==> config.mk <==
export PLATFORM = sky130hd
export DESIGN_NAME = switch_debouncer
export DESIGN_NICKNAME = d
export VERILOG_FILES = /design/src/rtl/switch_pkg.sv /design/src/rtl/debounce_channel.sv /design/src/rtl/switch_debouncer.sv
export SDC_FILE = /design/constraint.sdc
export NUM_CORES = 1
export LEC_CHECK = 0
export CAP_MARGIN = 20
export CORE_ASPECT_RATIO = 0.8
export CORE_MARGIN = 2
export CORE_UTILIZATION = 42
export DETAILED_ROUTE_END_ITERATION = 10
export HOLD_SLACK_MARGIN = 0.05
export PLACE_DENSITY = 0.57
export RECOVER_POWER = 100
export SETUP_SLACK_MARGIN = 0.5
export SYNTH_ARGS = -nofsm -noshare
export SYNTH_HDL_FRONTEND = slang
export SYNTH_SLANG_ARGS = --single-unit
==> constraint.sdc <==
create_clock -name clock -period 5.9 [get_ports clock]
set_clock_uncertainty 0.1 [all_clocks]
set_input_delay 1.18 -clock clock [delete_from_list [all_inputs] [get_ports clock]]
set_output_delay 1.18 -clock clock [all_outputs]
set_load 0.1 [all_outputs]
==> src/rtl/switch_pkg.sv <==
// Shared types and constants for the switch debouncer: per-channel FSM state
// encoding and the default stability window (10 ms at 125 MHz).
package switch_pkg;

  typedef enum logic [1:0] {
    STABLE_LOW  = 2'd0,
    PEND_HIGH   = 2'd1,
    STABLE_HIGH = 2'd2,
    PEND_LOW    = 2'd3
  } sw_state_e;

  localparam int DEBOUNCE_CYCLES_DEF = 1250000;

endpackage

==> src/rtl/debounce_channel.sv <==
// One debounced switch channel: 2-flop synchronizer, 4-state stability FSM,
// registered level and optional edge pulses (SWITCH_DEBOUNCER_EDGE_EN).
module debounce_channel
  import switch_pkg::*;
#(
  parameter int DEBOUNCE_CYCLES = DEBOUNCE_CYCLES_DEF
) (
  input  logic clock,
  input  logic reset_n,
  input  logic i_sw,
  output logic o_level,
  output logic o_rise,
  output logic o_fall
);

  localparam int                CNT_W    = $clog2(DEBOUNCE_CYCLES);
  localparam logic [CNT_W-1:0]  CNT_LAST = CNT_W'(DEBOUNCE_CYCLES - 1);

  logic             r_sync1;
  logic             r_sync2;
  sw_state_e        r_state;
  sw_state_e        w_next_state;
  logic [CNT_W-1:0] r_count;
  logic [CNT_W-1:0] w_next_count;
  logic             r_level;
  logic             w_next_level;

  // NOTE: sequential state uses non-blocking assignments so every flop samples
  // pre-edge values; blocking here would collapse the synchronizer to one stage.
  always_ff @(posedge clock or negedge reset_n) begin
    if (!reset_n) begin
      r_sync1 <= 1'b0;
      r_sync2 <= 1'b0;
    end else begin
      r_sync1 <= i_sw;
      r_sync2 <= r_sync1;
    end
  end

  // NOTE: every always_comb output gets a default first; a path that leaves one
  // unassigned would infer a latch.
  always_comb begin
    w_next_state = r_state;
    w_next_count = r_count;
    case (r_state)
      STABLE_LOW: begin
        if (r_sync2) begin
          w_next_state = PEND_HIGH;
          w_next_count = '0;
        end
      end
      PEND_HIGH: begin
        if (!r_sync2) begin
          w_next_state = STABLE_LOW;
          w_next_count = '0;
        end else if (r_count == CNT_LAST) begin
          w_next_state = STABLE_HIGH;
          w_next_count = '0;
        end else begin
          w_next_count = r_count + CNT_W'(1);
        end
      end
      STABLE_HIGH: begin
        if (!r_sync2) begin
          w_next_state = PEND_LOW;
          w_next_count = '0;
        end
      end
      PEND_LOW: begin
        if (r_sync2) begin
          w_next_state = STABLE_HIGH;
          w_next_count = '0;
        end else if (r_count == CNT_LAST) begin
          w_next_state = STABLE_LOW;
          w_next_count = '0;
        end else begin
          w_next_count = r_count + CNT_W'(1);
        end
      end
    endcase
  end

  // Level decoded from the next state so it changes on the same edge as the FSM.
  assign w_next_level = (w_next_state == STABLE_HIGH) || (w_next_state == PEND_LOW);

  always_ff @(posedge clock or negedge reset_n) begin
    if (!reset_n) begin
      r_state <= STABLE_LOW;
      r_count <= '0;
      r_level <= 1'b0;
    end else begin
      r_state <= w_next_state;
      r_count <= w_next_count;
      r_level <= w_next_level;
    end
  end

  assign o_level = r_level;

`ifdef SWITCH_DEBOUNCER_EDGE_EN
  logic r_rise;
  logic r_fall;

  always_ff @(posedge clock or negedge reset_n) begin
    if (!reset_n) begin
      r_rise <= 1'b0;
      r_fall <= 1'b0;
    end else begin
      r_rise <= w_next_level & ~r_level;
      r_fall <= ~w_next_level & r_level;
    end
  end

  assign o_rise = r_rise;
  assign o_fall = r_fall;
`else
  assign o_rise = 1'b0;
  assign o_fall = 1'b0;
`endif

endmodule

==> src/rtl/switch_debouncer.sv <==
// Multi-channel board switch debouncer; each channel is an independent
// debounce_channel. Edge pulses are built only with SWITCH_DEBOUNCER_EDGE_EN.
module switch_debouncer
  import switch_pkg::*;
#(
  parameter int NUM_SW          = 1,
  parameter int DEBOUNCE_CYCLES = DEBOUNCE_CYCLES_DEF
) (
  input  logic              clock,
  input  logic              reset_n,
  input  logic [NUM_SW-1:0] switch_in,
  output logic [NUM_SW-1:0] switch_out,
  output logic [NUM_SW-1:0] switch_rise,
  output logic [NUM_SW-1:0] switch_fall
);

  for (genvar g = 0; g < NUM_SW; g++) begin : g_ch
    debounce_channel #(
      .DEBOUNCE_CYCLES(DEBOUNCE_CYCLES)
    ) u_channel (
      .clock   (clock),
      .reset_n (reset_n),
      .i_sw    (switch_in[g]),
      .o_level (switch_out[g]),
      .o_rise  (switch_rise[g]),
      .o_fall  (switch_fall[g])
    );
  end

endmodule

==> flow_summary.html, run 1 <==
<table>
<tr><th>Metric</th><th>Value</th></tr>
<tr><th colspan="2">STA</th></tr>
<tr><td>Unrepaired setup endpoints after global routing</td><td>false</td></tr>
<tr><td>Total of endpoints with negative setup slack in the final report</td><td>0</td></tr>
<tr><td>Slew at the pin with the worst max-slew slack</td><td>1.417 ns</td></tr>
<tr><td>Worst-case headroom to the max-slew limit</td><td>5.553%</td></tr>
<tr><td>Total count of max-transition violations in the final report</td><td>0</td></tr>
<tr><td>Setup TNS Final</td><td>0 ns</td></tr>
<tr><td>Achievable frequency</td><td>323.2 MHz</td></tr>
<tr><td>Share of the clock period used by the worst path after layout</td><td>52.44%</td></tr>
<tr><td>Tmin final</td><td>3.094 ns</td></tr>
<tr><td>Number of hold violations in the final report</td><td>0</td></tr>
<tr><th colspan="2">Global routing</th></tr>
<tr><td>Number of antenna violations at the first check in global routing</td><td>0</td></tr>
<tr><td>Vias in the first global route</td><td>1,068</td></tr>
<tr><td>Aggregate global routing overflow</td><td>0</td></tr>
<tr><td>First-pass GRT wire length</td><td>5299 um</td></tr>
<tr><td>Maximum number of pins on one net before global-route repair</td><td>27</td></tr>
<tr><td>GRT Overall Usage</td><td>17.77%</td></tr>
<tr><th colspan="2">Clock network</th></tr>
<tr><td>Post-CTS repair timing setup buffer count</td><td>0</td></tr>
<tr><td>Maximum number of buffers from clock root to sink</td><td>2</td></tr>
<tr><td>Number of hold-repair buffers added at the cts stage</td><td>0</td></tr>
<tr><td>Clk slew on worst S/H paths</td><td>0.10 ns</td></tr>
<tr><td>Number of sinks on the clock net</td><td>26</td></tr>
<tr><td>TritonCTS clock tree</td><td>built</td></tr>
<tr><td>Insertion delay of the later-clocked pin in the worst-skew pair</td><td>0.28 ns</td></tr>
<tr><td>CTS H-Tree Depth</td><td>1</td></tr>
<tr><td>Post-cts gate resize count</td><td>0</td></tr>
<tr><td>Total CTS buffers</td><td>3</td></tr>
<tr><td>CTS Root Buffer Type</td><td>clkbuf_8</td></tr>
<tr><th colspan="2">Yosys</th></tr>
<tr><td>Mean cell area of the mapped netlist</td><td>9.197 um^2</td></tr>
<tr><td>Number of standard cells after synthesis</td><td>154</td></tr>
<tr><td>Post-synth top flop</td><td>dfrtp_1</td></tr>
<tr><td>Async SR Flop Fraction</td><td>100.0%</td></tr>
<tr><td>Yosys warnings</td><td>0</td></tr>
<tr><td>Most area-consuming cells after synthesis</td><td>dfrtp_1 46%, a31oi_1 5.7%, nand2_1 5.6%, a21oi_1 3.9%, nand3_1 3.5%</td></tr>
<tr><td>Post-synthesis sequential area ratio</td><td>45.94%</td></tr>
<tr><td>Largest area contributor in the netlist</td><td>dfrtp_1</td></tr>
<tr><td>Fraction of post-synthesis cell area in the top cell type by area</td><td>45.94%</td></tr>
<tr><td>Count of distinct cell types in the synthesized netlist</td><td>37</td></tr>
<tr><td>Number of enable flip-flop cells after synthesis</td><td>0</td></tr>
<tr><td>Synthesis-stage register bit count</td><td>26</td></tr>
<tr><td>Mapped Area</td><td>0.001416 mm^2</td></tr>
<tr><th colspan="2">Power and ir drop</th></tr>
<tr><td>Largest vdd supply drop</td><td>185.6 uV</td></tr>
<tr><td>Leakage Power</td><td>0.6032 nW</td></tr>
<tr><td>Pwr dens</td><td>226.1 mW/mm^2</td></tr>
<tr><td>Overall Power</td><td>0.0003335 W</td></tr>
<tr><th colspan="2">Detailed routing</th></tr>
<tr><td>Number of nets with antenna violations after routing</td><td>0</td></tr>
<tr><td>Mean routed wirelength per cell</td><td>15.13 um</td></tr>
<tr><td>Via density per instance</td><td>5.912</td></tr>
<tr><td>DRC viols</td><td>0</td></tr>
<tr><td>Total Routed Length</td><td>2935 um</td></tr>
<tr><td>Violation count after the first detailed-routing iteration</td><td>82</td></tr>
<tr><td>Via count of the routed design</td><td>1,147</td></tr>
<tr><td>Number of search-and-repair iterations in the first detailed-routing pass</td><td>5</td></tr>
<tr><th colspan="2">Status</th></tr>
<tr><td>Run status</td><td>complete, no violations</td></tr>
<tr><th colspan="2">Floorplan</th></tr>
<tr><td>Core ar.</td><td>0.003153 mm^2</td></tr>
<tr><td>Number of primary I/O pins</td><td>6</td></tr>
<tr><td>Full die area</td><td>0.003856 mm^2</td></tr>
<tr><td>Die Span Y</td><td>55.94 um</td></tr>
<tr><td>Starting density of the core</td><td>44.92%</td></tr>
<tr><td>FP Rows</td><td>18</td></tr>
<tr><td>Die boundary width</td><td>68.93 um</td></tr>
<tr><th colspan="2">Place</th></tr>
<tr><td>Count of port buffers added during placement</td><td>3</td></tr>
<tr><td>Final weighted congestion of routability-driven global placement</td><td>0.7823</td></tr>
<tr><td>HPWL after DPL</td><td>2007 um</td></tr>
<tr><th colspan="2">Flow run</th></tr>
<tr><td>Number of max-capacitance violations reported</td><td>0</td></tr>
<tr><th colspan="2">Cells and area</th></tr>
<tr><td>Diodes inserted</td><td>0</td></tr>
<tr><td>Layout cells sized above 1</td><td>5.844%</td></tr>
<tr><td>Nets</td><td>159</td></tr>
<tr><td>Area Growth Syn to Fin</td><td>4.152%</td></tr>
<tr><th colspan="2">Worst setup path</th></tr>
<tr><td>Worst setup path category</td><td>reg -&gt; reg</td></tr>
<tr><td>Register-to-Register Setup Slack</td><td>2.81 ns</td></tr>
<tr><td>Top fanout value on the critical path</td><td>20</td></tr>
<tr><td>Worst endpoint data arrival time</td><td>3.20 ns</td></tr>
<tr><td>Critical R2R Launch</td><td>g_ch[0].u_channel.r_count[0]$_DFFE_PN0P_</td></tr>
<tr><td>Crit path capture type</td><td>flip-flop</td></tr>
<tr><td>Data required time of the critical path</td><td>6.00 ns</td></tr>
<tr><td>Kind of launch point of the worst setup path</td><td>flip-flop</td></tr>
<tr><td>Number of cells on the worst reg-to-reg path</td><td>7</td></tr>
<tr><td>Endpoint of the worst-slack reg-to-reg timing path</td><td>g_ch[0].u_channel.r_count[8]$_DFFE_PN0P_</td></tr>
<tr><th colspan="2">Min path</th></tr>
<tr><td>Instance count along the most critical hold path</td><td>0</td></tr>
<tr><td>Endpoint of the worst hold path</td><td>g_ch[0].u_channel.r_sync2$_DFF_PN0_</td></tr>
<tr><td>Type of the worst min-delay path</td><td>reg -&gt; reg</td></tr>
<tr><td>Startpoint of the most critical hold path</td><td>g_ch[0].u_channel.r_sync1$_DFF_PN0_</td></tr>
</table>
critical path, cell delays in order, from the launching register on:
cell	delay [ns]
dfrtp_1	0.42
ha_1	0.27
nand3_1	0.13
nor4_1	0.10
a21oi_1	0.95
clkbuf_1	0.64
o21ai_0	0.20
a31oi_1	0.21
synthesized netlist by cell type (all sizes together), types with 3 or more instances:
| cell | count |
|---|---|
| nor3 | 3 |
| nand2b | 4 |
| a21oi | 12 |
| nor2 | 6 |
| inv | 3 |
| buf | 7 |
| a31oi | 13 |
| dfrtp | 26 |
| nand4 | 6 |
| nand3 | 10 |
| mux2 | 3 |
| and3 | 5 |
| clkbuf | 3 |
| nor4 | 5 |
| nand2 | 21 |
| o21ai | 7 |
report_power, final:
part	switching, W	total, W	internal [W]
Sequential	0.00000527	0.000188	0.000183
Clock	0.0000592	0.000119	0.0000598
Combinational	0.0000196	0.0000265	0.00000686
Total	0.0000841	0.000333	0.000249
flip-flops by register name (all words and copies together), names as in the netlist:
name / cells
g_ch.u_channel.r_state: 2
g_ch.u_channel.r_sync2: 1
g_ch.u_channel.o_level: 1
g_ch.u_channel.r_sync1: 1
g_ch.u_channel.r_count: 21
layout by cell type, fill, tap and decap left out, drive strengths merged, types with 3 or more instances in the layout:
cell	synthesis	routed
a21oi	12	12
dlygate4sd3	0	3
nand3	10	10
nand2	21	21
nor2	6	6
and3	5	5
nand2b	4	4
a31oi	13	13
clkbuf	3	6
mux2	3	3
nand4	6	6
dfrtp	26	26
nor3	3	3
nor4	5	5
o21ai	7	7
inv	3	3
worst max path at each step:
stage | from | slack (ns) | end
finish | g_ch[0].u_channel.r_count[0]$_DFFE_PN0P_ | 2.81 | g_ch[0].u_channel.r_count[8]$_DFFE_PN0P_
global route | g_ch[0].u_channel.r_count[0]$_DFFE_PN0P_ | 2.46 | g_ch[0].u_channel.r_count[8]$_DFFE_PN0P_
CTS | g_ch[0].u_channel.o_level$_DFF_PN0_ | 2.86 | switch_out
detailed placement | g_ch[0].u_channel.o_level$_DFF_PN0_ | 3.18 | switch_out
global placement | g_ch[0].u_channel.o_level$_DFF_PN0_ | 3.20 | switch_out
floorplan | g_ch[0].u_channel.o_level$_DFF_PN0_ | 3.74 | switch_out
kinds of logic after synthesis:
| logic type | Yosys count | synth area share (%) |
|---|---|---|
| fa+ha+maj | 1 | 0.8833 |
| compound gates | 39 | 16.96 |
| other cells | 1 | 0.2648 |
| mux | 5 | 3.798 |
| xor+xnor | 1 | 0.6185 |
| buf+inv | 13 | 4.946 |
| simple gates | 68 | 26.59 |
| flops | 26 | 45.94 |
metal layers:
| metal | vias up | track usage, % | wire (um) |
|---|---|---|---|
| li1 | 564 | - | - |
| met2 | 23 | 25.82 | 1292 |
| met4 | 0 | 3.361 | 13 |
| met3 | 2 | 4.251 | 166 |
| met1 | 558 | 26.85 | 1462 |
| met5 | - | 0 | 0 |
stage by stage:
step	std cells	utilization (%)	area, um^2	worst slack, ns	hold slack, ns
2_1_floorplan	155	-	1420	3.737	0.2312
3_3_place_gp	190	46.19	1456	3.200	0.2393
3_5_place_dp	190	46.19	1456	3.178	0.2675
4_1_cts	194	47.94	1511	2.863	0.2844
5_1_grt	194	46.79	1475	2.458	0.2837
6_report	194	46.79	1475	2.806	0.2736
area by class of cell:
type	instances	area, um^2
flip-flops and latches	26	650.6
fillers	327	1678
clock buffers	4	55.05
multi-input cells	116	670.6
repair buffers	5	37.54
well taps	40	50.05
inverters	3	11.26
No activity file was read; power rests on OpenSTA's default activity.
==> inputs of run 2 (changes only) <==
- clock period: 5.9 -> 3.2 ns (I/O delays scaled with it)
==> flow_summary.html, run 2 (same netlist as run 1, synthesis figures left out) <==
<table>
<tr><th>Metric</th><th>Value</th></tr>
<tr><th colspan="2">STA</th></tr>
<tr><td>Setup TNS Final</td><td>0 ns (unchanged)</td></tr>
<tr><td>Total count of max-transition violations in the final report</td><td>0 (unchanged)</td></tr>
<tr><td>Achievable frequency</td><td>385.6 MHz (+19%)</td></tr>
<tr><td>Post-route worst setup slack</td><td>0.6068 ns (-2.199 ns)</td></tr>
<tr><td>Unrepaired setup endpoints after global routing</td><td>false</td></tr>
<tr><td>Number of hold violations in the final report</td><td>0 (unchanged)</td></tr>
<tr><td>Share of the clock period used by the worst path after layout</td><td>81.04% (+29 points)</td></tr>
<tr><td>Total of endpoints with negative setup slack in the final report</td><td>0 (unchanged)</td></tr>
<tr><td>Worst-case headroom to the max-slew limit</td><td>6.326% (+0.77 points)</td></tr>
<tr><td>Slew at the pin with the worst max-slew slack</td><td>1.405 ns (-0.01159 ns)</td></tr>
<tr><td>Tmin final</td><td>2.593 ns (-0.5007 ns)</td></tr>
<tr><th colspan="2">Clock network</th></tr>
<tr><td>Post-CTS repair timing setup buffer count</td><td>0 (unchanged)</td></tr>
<tr><td>Total CTS buffers</td><td>3 (unchanged)</td></tr>
<tr><td>TritonCTS clock tree</td><td>built</td></tr>
<tr><td>Number of hold-repair buffers added at the cts stage</td><td>0 (unchanged)</td></tr>
<tr><td>CTS Root Buffer Type</td><td>clkbuf_8</td></tr>
<tr><td>Post-cts gate resize count</td><td>0 (unchanged)</td></tr>
<tr><td>Clk slew on worst S/H paths</td><td>0.09 ns (about the same)</td></tr>
<tr><td>Maximum number of buffers from clock root to sink</td><td>2 (unchanged)</td></tr>
<tr><td>Insertion delay of the later-clocked pin in the worst-skew pair</td><td>0.27 ns (about the same)</td></tr>
<tr><td>Number of sinks on the clock net</td><td>26 (unchanged)</td></tr>
<tr><td>CTS H-Tree Depth</td><td>1 (unchanged)</td></tr>
<tr><th colspan="2">Global routing</th></tr>
<tr><td>Aggregate global routing overflow</td><td>0 (unchanged)</td></tr>
<tr><td>Vias in the first global route</td><td>1,091 (+2.2%)</td></tr>
<tr><td>Number of antenna violations at the first check in global routing</td><td>0 (unchanged)</td></tr>
<tr><td>Maximum number of pins on one net before global-route repair</td><td>27 (unchanged)</td></tr>
<tr><td>GRT Overall Usage</td><td>17.83% (+0.060 points)</td></tr>
<tr><td>First-pass GRT wire length</td><td>5216 um (-1.6%)</td></tr>
<tr><th colspan="2">Cells and area</th></tr>
<tr><td>Diodes inserted</td><td>0 (unchanged)</td></tr>
<tr><td>Share of the core filled with cells in the final layout</td><td>47.14% (+0.36 points)</td></tr>
<tr><td>Most used cells in the layout excluding fill and tap cells</td><td>26 x dfrtp_1, 21 x nand2_1, 13 x a31oi_1, 11 x a21oi_1, 10 x nand3_1</td></tr>
<tr><td>Layout cells sized above 1</td><td>8.442% (+2.6 points)</td></tr>
<tr><td>Flip-flop and latch area</td><td>650.6 um^2 (unchanged)</td></tr>
<tr><td>Register name with the most flops</td><td>g_ch.u_channel.r_count</td></tr>
<tr><td>Area of the multi-input gates</td><td>684.4 um^2 (+2.1%)</td></tr>
<tr><td>Filler instances</td><td>328 (+0.31%)</td></tr>
<tr><td>Largest register FFs</td><td>21 (unchanged)</td></tr>
<tr><td>Most common cell after layout, fill and taps aside</td><td>dfrtp_1</td></tr>
<tr><td>Area Growth Syn to Fin</td><td>4.947%</td></tr>
<tr><td>Nets</td><td>159 (unchanged)</td></tr>
<tr><td>Largest regs</td><td>g_ch.u_channel.r_count: 21 flops, g_ch.u_channel.r_state: 2 flops</td></tr>
<tr><td>Layout Cell Area excl Fill</td><td>0.001486 mm^2 (+0.76%)</td></tr>
<tr><th colspan="2">Floorplan</th></tr>
<tr><td>Full die area</td><td>0.003856 mm^2 (unchanged)</td></tr>
<tr><td>Core ar.</td><td>0.003153 mm^2 (unchanged)</td></tr>
<tr><td>FP Rows</td><td>18 (unchanged)</td></tr>
<tr><td>Starting density of the core</td><td>44.92% (unchanged)</td></tr>
<tr><td>Die Span Y</td><td>55.94 um (unchanged)</td></tr>
<tr><td>Number of primary I/O pins</td><td>6 (unchanged)</td></tr>
<tr><td>Die boundary width</td><td>68.93 um (unchanged)</td></tr>
<tr><th colspan="2">Worst setup path</th></tr>
<tr><td>Top fanout value on the critical path</td><td>22 (+10%)</td></tr>
<tr><td>Worst setup path category</td><td>reg -&gt; reg</td></tr>
<tr><td>Data required time of the critical path</td><td>3.25 ns (-2.75 ns)</td></tr>
<tr><td>Number of cells on the worst reg-to-reg path</td><td>6 (-1)</td></tr>
<tr><td>Endpoint of the worst-slack reg-to-reg timing path</td><td>g_ch[0].u_channel.r_count[14]$_DFFE_PN0P_</td></tr>
<tr><td>Kind of launch point of the worst setup path</td><td>flip-flop</td></tr>
<tr><td>Worst endpoint data arrival time</td><td>2.64 ns (-0.56 ns)</td></tr>
<tr><td>Critical R2R Launch</td><td>g_ch[0].u_channel.r_count[10]$_DFFE_PN0P_</td></tr>
<tr><td>Register-to-Register Setup Slack</td><td>0.61 ns (-2.20 ns)</td></tr>
<tr><td>Endpoint of the most critical setup path</td><td>g_ch[0].u_channel.r_count[14]$_DFFE_PN0P_</td></tr>
<tr><td>Crit path capture type</td><td>flip-flop</td></tr>
<tr><td>CP startpoint</td><td>g_ch[0].u_channel.r_count[10]$_DFFE_PN0P_</td></tr>
<tr><th colspan="2">Detailed routing</th></tr>
<tr><td>Number of nets with antenna violations after routing</td><td>0 (unchanged)</td></tr>
<tr><td>Violation count after the first detailed-routing iteration</td><td>68 (-17%)</td></tr>
<tr><td>DRC viols</td><td>0 (unchanged)</td></tr>
<tr><td>Total Routed Length</td><td>2995 um (+2.0%)</td></tr>
<tr><td>Mean routed wirelength per cell</td><td>15.44 um (+2.0%)</td></tr>
<tr><td>Via density per instance</td><td>5.985 (+1.2%)</td></tr>
<tr><td>Via count of the routed design</td><td>1,161 (+1.2%)</td></tr>
<tr><td>Number of search-and-repair iterations in the first detailed-routing pass</td><td>4 (-1)</td></tr>
<tr><th colspan="2">Status</th></tr>
<tr><td>Run status</td><td>complete, no violations</td></tr>
<tr><th colspan="2">Flow run</th></tr>
<tr><td>Number of max-capacitance violations reported</td><td>0 (unchanged)</td></tr>
<tr><th colspan="2">Power and ir drop</th></tr>
<tr><td>Pwr dens</td><td>409.6 mW/mm^2 (+81%)</td></tr>
<tr><td>Leakage Power</td><td>0.6041 nW (+0.16%)</td></tr>
<tr><td>Largest vdd supply drop</td><td>226.0 uV (+22%)</td></tr>
<tr><td>Overall Power</td><td>0.0006089 W (+83%)</td></tr>
<tr><th colspan="2">Place</th></tr>
<tr><td>Final weighted congestion of routability-driven global placement</td><td>0.7736 (-1.1%)</td></tr>
<tr><td>Post-Place Cell Area</td><td>0.001454 mm^2 (-0.17%)</td></tr>
<tr><td>Post-placement setup slack</td><td>0.8847 ns (-2.293 ns)</td></tr>
<tr><td>Count of port buffers added during placement</td><td>3 (unchanged)</td></tr>
<tr><td>HPWL after DPL</td><td>2045 um (+1.9%)</td></tr>
<tr><th colspan="2">Min path</th></tr>
<tr><td>Startpoint of the most critical hold path</td><td>g_ch[0].u_channel.r_sync1$_DFF_PN0_</td></tr>
<tr><td>Type of the worst min-delay path</td><td>reg -&gt; reg</td></tr>
</table>
-- run 2: layer usage --
metal,routed length [um],vias up,track usage [%],share of wire (%)
met5,0,-,0,0
li1,-,566,-,-
met1,1529,571,25.73,51
met4,27,0,4.202,0.90
met3,90,5,4.858,3.0
met2,1347,19,26.37,45
-- run 2: worst min-delay path by stage --
stage	endpoint	slack, ns	cells after the start
floorplan	g_ch[0].u_channel.r_sync2$_DFF_PN0_	0.23	0
global placement	g_ch[0].u_channel.r_sync2$_DFF_PN0_	0.23	0
detailed placement	g_ch[0].u_channel.r_sync2$_DFF_PN0_	0.24	0
CTS	g_ch[0].u_channel.r_sync2$_DFF_PN0_	0.26	0
global route	g_ch[0].u_channel.r_sync2$_DFF_PN0_	0.26	0
finish	g_ch[0].u_channel.r_sync2$_DFF_PN0_	0.26	0
-- run 2: worst max-delay path, stage by stage (launching register included) --
cell and delay (ns):
dfrtp_1 0.46, or4b_4 0.55, nor4_1 0.47, a21oi_2 0.30, buf_4 0.29, a41oi_1 0.22
a31oi_1 0.06
-- run 2: cell type report --
cell class | instances | share of cell area (%)
timing repair buffer | 5 | 2.357
sequential | 26 | 43.77
inverter | 3 | 0.7576
clock buffer | 4 | 3.704
tap | 40 | 3.367
multi-input combinational | 116 | 46.04
-- run 2: metrics by stage --
stage	hold slack, ns	cells
after floorplan	0.2312	155
after global placement	0.2345	190
after detailed placement	0.2363	190
after CTS	0.2576	194
after global routing	0.2595	194
final	0.2557	194
-- run 2: report_power, final --
part	internal (W)	total [W]	switching, W	leakage, nW
combinational	0.0000131	0.0000502	0.0000372	0.221
clock	0.000110	0.000212	0.000102	0.0288
sequential	0.000337	0.000347	0.00000992	0.355
==> inputs of run 3 (changes only) <==
- clock period: 3.2 -> 2.4 ns (I/O delays scaled with it)
==> flow_summary.html, run 3 (same netlist as run 1, synthesis figures left out) <==
<table>
<tr><th>Metric</th><th>Value</th></tr>
<tr><th colspan="2">Clock network</th></tr>
<tr><td>Number of sinks on the clock net</td><td>26 (unchanged)</td></tr>
<tr><td>Number of hold-repair buffers added at the cts stage</td><td>0 (unchanged)</td></tr>
<tr><td>TritonCTS clock tree</td><td>built</td></tr>
<tr><td>Maximum number of buffers from clock root to sink</td><td>2 (unchanged)</td></tr>
<tr><td>CTS Root Buffer Type</td><td>clkbuf_8</td></tr>
<tr><td>CTS H-Tree Depth</td><td>1 (unchanged)</td></tr>
<tr><td>Insertion delay of the later-clocked pin in the worst-skew pair</td><td>0.28 ns (about the same)</td></tr>
<tr><td>Clk slew on worst S/H paths</td><td>0.10 ns (about the same)</td></tr>
<tr><td>Total CTS buffers</td><td>3 (unchanged)</td></tr>
<tr><th colspan="2">Power and ir drop</th></tr>
<tr><td>Switching power</td><td>0.0002166 W (+45%)</td></tr>
<tr><td>Largest vdd supply drop</td><td>315.6 uV (+40%)</td></tr>
<tr><td>Combinational power share</td><td>8.9% (+0.6 points)</td></tr>
<tr><td>Internal power contribution</td><td>0.0006961 W (+51%)</td></tr>
<tr><td>Leakage Power</td><td>0.7162 nW (+19%)</td></tr>
<tr><td>Overall Power</td><td>0.0009127 W (+50%)</td></tr>
<tr><td>Proportion of power drawn by the clock network</td><td>40.4% (+5.6 points)</td></tr>
<tr><td>Pwr dens</td><td>514.1 mW/mm^2 (+25%)</td></tr>
<tr><td>Switching power share of the total</td><td>23.73% (-0.72 points)</td></tr>
<tr><td>Relative contribution of sequential cells to total power</td><td>50.7% (-6.3 points)</td></tr>
<tr><th colspan="2">Cells and area</th></tr>
<tr><td>Nets</td><td>182 (+14%)</td></tr>
<tr><td>Largest register FFs</td><td>21 (unchanged)</td></tr>
<tr><td>Most common cell after layout, fill and taps aside</td><td>nand2_1</td></tr>
<tr><td>Most used cells in the layout excluding fill and tap cells</td><td>20 x nand2_1, 19 x dfrtp_1, 15 x a21oi_1, 13 x a31oi_1, 13 x buf_4</td></tr>
<tr><td>Layout cells sized above 1</td><td>26.55% (+18 points)</td></tr>
<tr><td>Largest regs</td><td>g_ch.u_channel.r_count: 21 flops, g_ch.u_channel.r_state: 2 flops</td></tr>
<tr><td>Flip-flop and latch area</td><td>659.4 um^2 (+1.3%)</td></tr>
<tr><td>Register name with the most flops</td><td>g_ch.u_channel.r_count</td></tr>
<tr><td>Diodes inserted</td><td>0 (unchanged)</td></tr>
<tr><td>Filler instances</td><td>282 (-14%)</td></tr>
<tr><td>Area of the multi-input gates</td><td>793.3 um^2 (+16%)</td></tr>
<tr><td>Area Growth Syn to Fin</td><td>25.35%</td></tr>
<tr><th colspan="2">Detailed routing</th></tr>
<tr><td>DRC viols</td><td>0 (unchanged)</td></tr>
<tr><td>Via count of the routed design</td><td>1,375 (+18%)</td></tr>
<tr><td>Via density per instance</td><td>6.336 (+5.9%)</td></tr>
<tr><td>Number of nets with antenna violations after routing</td><td>0 (unchanged)</td></tr>
<tr><td>Number of search-and-repair iterations in the first detailed-routing pass</td><td>4 (unchanged)</td></tr>
<tr><td>Total Routed Length</td><td>4099 um (+37%)</td></tr>
<tr><td>Mean routed wirelength per cell</td><td>18.89 um (+22%)</td></tr>
<tr><td>Violation count after the first detailed-routing iteration</td><td>98 (+44%)</td></tr>
<tr><th colspan="2">Floorplan</th></tr>
<tr><td>Starting density of the core</td><td>44.92% (unchanged)</td></tr>
<tr><td>Number of primary I/O pins</td><td>6 (unchanged)</td></tr>
<tr><td>Die boundary width</td><td>68.93 um (unchanged)</td></tr>
<tr><td>Full die area</td><td>0.003856 mm^2 (unchanged)</td></tr>
<tr><td>Die Span Y</td><td>55.94 um (unchanged)</td></tr>
<tr><td>Core ar.</td><td>0.003153 mm^2 (unchanged)</td></tr>
<tr><td>FP Rows</td><td>18 (unchanged)</td></tr>
<tr><th colspan="2">Place</th></tr>
<tr><td>HPWL after DPL</td><td>2039 um (-0.29%)</td></tr>
<tr><td>Count of port buffers added during placement</td><td>3 (unchanged)</td></tr>
<tr><td>Final weighted congestion of routability-driven global placement</td><td>0.8019 (+3.7%)</td></tr>
<tr><th colspan="2">Global routing</th></tr>
<tr><td>Number of antenna violations at the first check in global routing</td><td>0 (unchanged)</td></tr>
<tr><td>First-pass GRT wire length</td><td>6272 um (+20%)</td></tr>
<tr><td>GRT Overall Usage</td><td>21.61% (+3.8 points)</td></tr>
<tr><td>Maximum number of pins on one net before global-route repair</td><td>27 (unchanged)</td></tr>
<tr><td>Aggregate global routing overflow</td><td>0 (unchanged)</td></tr>
<tr><td>Vias in the first global route</td><td>1,258 (+15%)</td></tr>
<tr><th colspan="2">Worst setup path</th></tr>
<tr><td>Worst endpoint data arrival time</td><td>2.19 ns (-0.45 ns)</td></tr>
<tr><td>Data required time of the critical path</td><td>2.47 ns (-0.78 ns)</td></tr>
<tr><td>Worst setup path category</td><td>reg -&gt; reg</td></tr>
<tr><td>Crit path capture type</td><td>flip-flop</td></tr>
<tr><td>Kind of launch point of the worst setup path</td><td>flip-flop</td></tr>
<tr><td>Top fanout value on the critical path</td><td>5 (-77%)</td></tr>
<tr><th colspan="2">STA</th></tr>
<tr><td>Total count of max-transition violations in the final report</td><td>0 (unchanged)</td></tr>
<tr><td>Worst-case headroom to the max-slew limit</td><td>60.85% (+55 points)</td></tr>
<tr><td>Tmin final</td><td>2.123 ns (-0.4702 ns)</td></tr>
<tr><td>Number of hold violations in the final report</td><td>0 (unchanged)</td></tr>
<tr><td>Setup TNS Final</td><td>0 ns (unchanged)</td></tr>
<tr><td>Slew at the pin with the worst max-slew slack</td><td>0.5872 ns (-0.8179 ns)</td></tr>
<tr><td>Share of the clock period used by the worst path after layout</td><td>88.46% (+7.4 points)</td></tr>
<tr><td>Achievable frequency</td><td>471.0 MHz (+22%)</td></tr>
<tr><td>Fin Hold WS</td><td>0.2577 ns (+0.001985 ns)</td></tr>
<tr><td>Unrepaired setup endpoints after global routing</td><td>true</td></tr>
<tr><td>Total of endpoints with negative setup slack in the final report</td><td>0 (unchanged)</td></tr>
<tr><th colspan="2">Min path</th></tr>
<tr><td>Type of the worst min-delay path</td><td>reg -&gt; reg</td></tr>
<tr><th colspan="2">Status</th></tr>
<tr><td>Run status</td><td>complete, no violations</td></tr>
<tr><th colspan="2">Flow run</th></tr>
<tr><td>Number of max-capacitance violations reported</td><td>0 (unchanged)</td></tr>
</table>
[run 3: cell types whose count changed in the layout (fill, tap and decap cells not counted), moves of 3 or more]
cell / previous run / this run
dfrtp_2: 0 / 7
buf_4: 1 / 13
buf_6: 0 / 6
o21ai_0: 7 / 4
a21oi_1: 11 / 15
dfrtp_1: 26 / 19
[run 3: worst max-delay path: stages (launching register included)]
cell and delay, ns:
dfrtp_2 0.41, or4b_1 0.58, nor4_4 0.18, buf_6 0.15, buf_6 0.11, a21oi_1 0.16, mux2_2 0.31
[run 3: worst paths after layout]
| check | startpoint | to | slack (ns) | cells past startpoint |
|---|---|---|---|---|
| worst max-delay path | g_ch[0].u_channel.r_count[8]$_DFFE_PN0P_ | g_ch[0].u_channel.r_count[0]$_DFFE_PN0P_ | 0.28 | 6 |
| worst min-delay path | g_ch[0].u_channel.r_sync1$_DFF_PN0_ | g_ch[0].u_channel.r_sync2$_DFF_PN0_ | 0.26 | 0 |
| worst max register to register | g_ch[0].u_channel.r_count[8]$_DFFE_PN0P_ | g_ch[0].u_channel.r_count[0]$_DFFE_PN0P_ | 0.28 | 6 |
| worst min register to register | g_ch[0].u_channel.r_sync1$_DFF_PN0_ | g_ch[0].u_channel.r_sync2$_DFF_PN0_ | 0.26 | 0 |
| max in group asynchronous | reset_n | g_ch[0].u_channel.r_count[15]$_DFFE_PN0P_ | 1.38 | 2 |
| min in group asynchronous | reset_n | g_ch[0].u_channel.r_state[1]$_DFF_PN0_ | 0.53 | 2 |
[run 3: metrics by stage]
stage | worst slack [ns] | cells | instance area [um^2] | utilization [%]
final | 0.2770 | 217 | 1775 | 56.31
after floorplan | 0.4230 | 155 | 1444 | -
after detailed placement | 0.2029 | 191 | 1483 | 47.02
after global placement | 0.3054 | 191 | 1483 | 47.02
after CTS | 0.3736 | 210 | 1719 | 54.52
after global routing | 0.1959 | 217 | 1775 | 56.31
[run 3: power groups by stage]
| stage | logic [W] | clock network (W) | registers, W |
|---|---|---|---|
| global placement | 0.0000674 | 0 | 0.000470 |
| finish | 0.0000812 | 0.000368 | 0.000463 |
| global route | 0.0000893 | 0.000396 | 0.000466 |
| detailed placement | 0.0000684 | 0 | 0.000471 |
| CTS | 0.0000743 | 0.000377 | 0.000462 |
| floorplan | 0.0000520 | 0 | 0.000468 |
[run 3: area by class of cell]
type	count	area share (%)
flip-flops and latches	26	37.14
multi-input cells	122	44.68
clock inverters	1	1.691
inverters	3	0.6343
well taps	40	2.819
clock buffers	3	2.326
repair buffers	22	10.71
[run 3: per-layer routing]
metal / share of wire (%) / track usage, %
met1: 45 / 33.81
met2: 45 / 29.81
met3: 7.9 / 5.870
met4: 1.4 / 4.202
met5: 0 / 0
[run 3: what timing repair did]
item                       CTS  global route
setup buffers               12             4
cloned                       3             3
setup endpoints to repair   23            23
gates resized for setup     13            24
pin swaps                    7            14
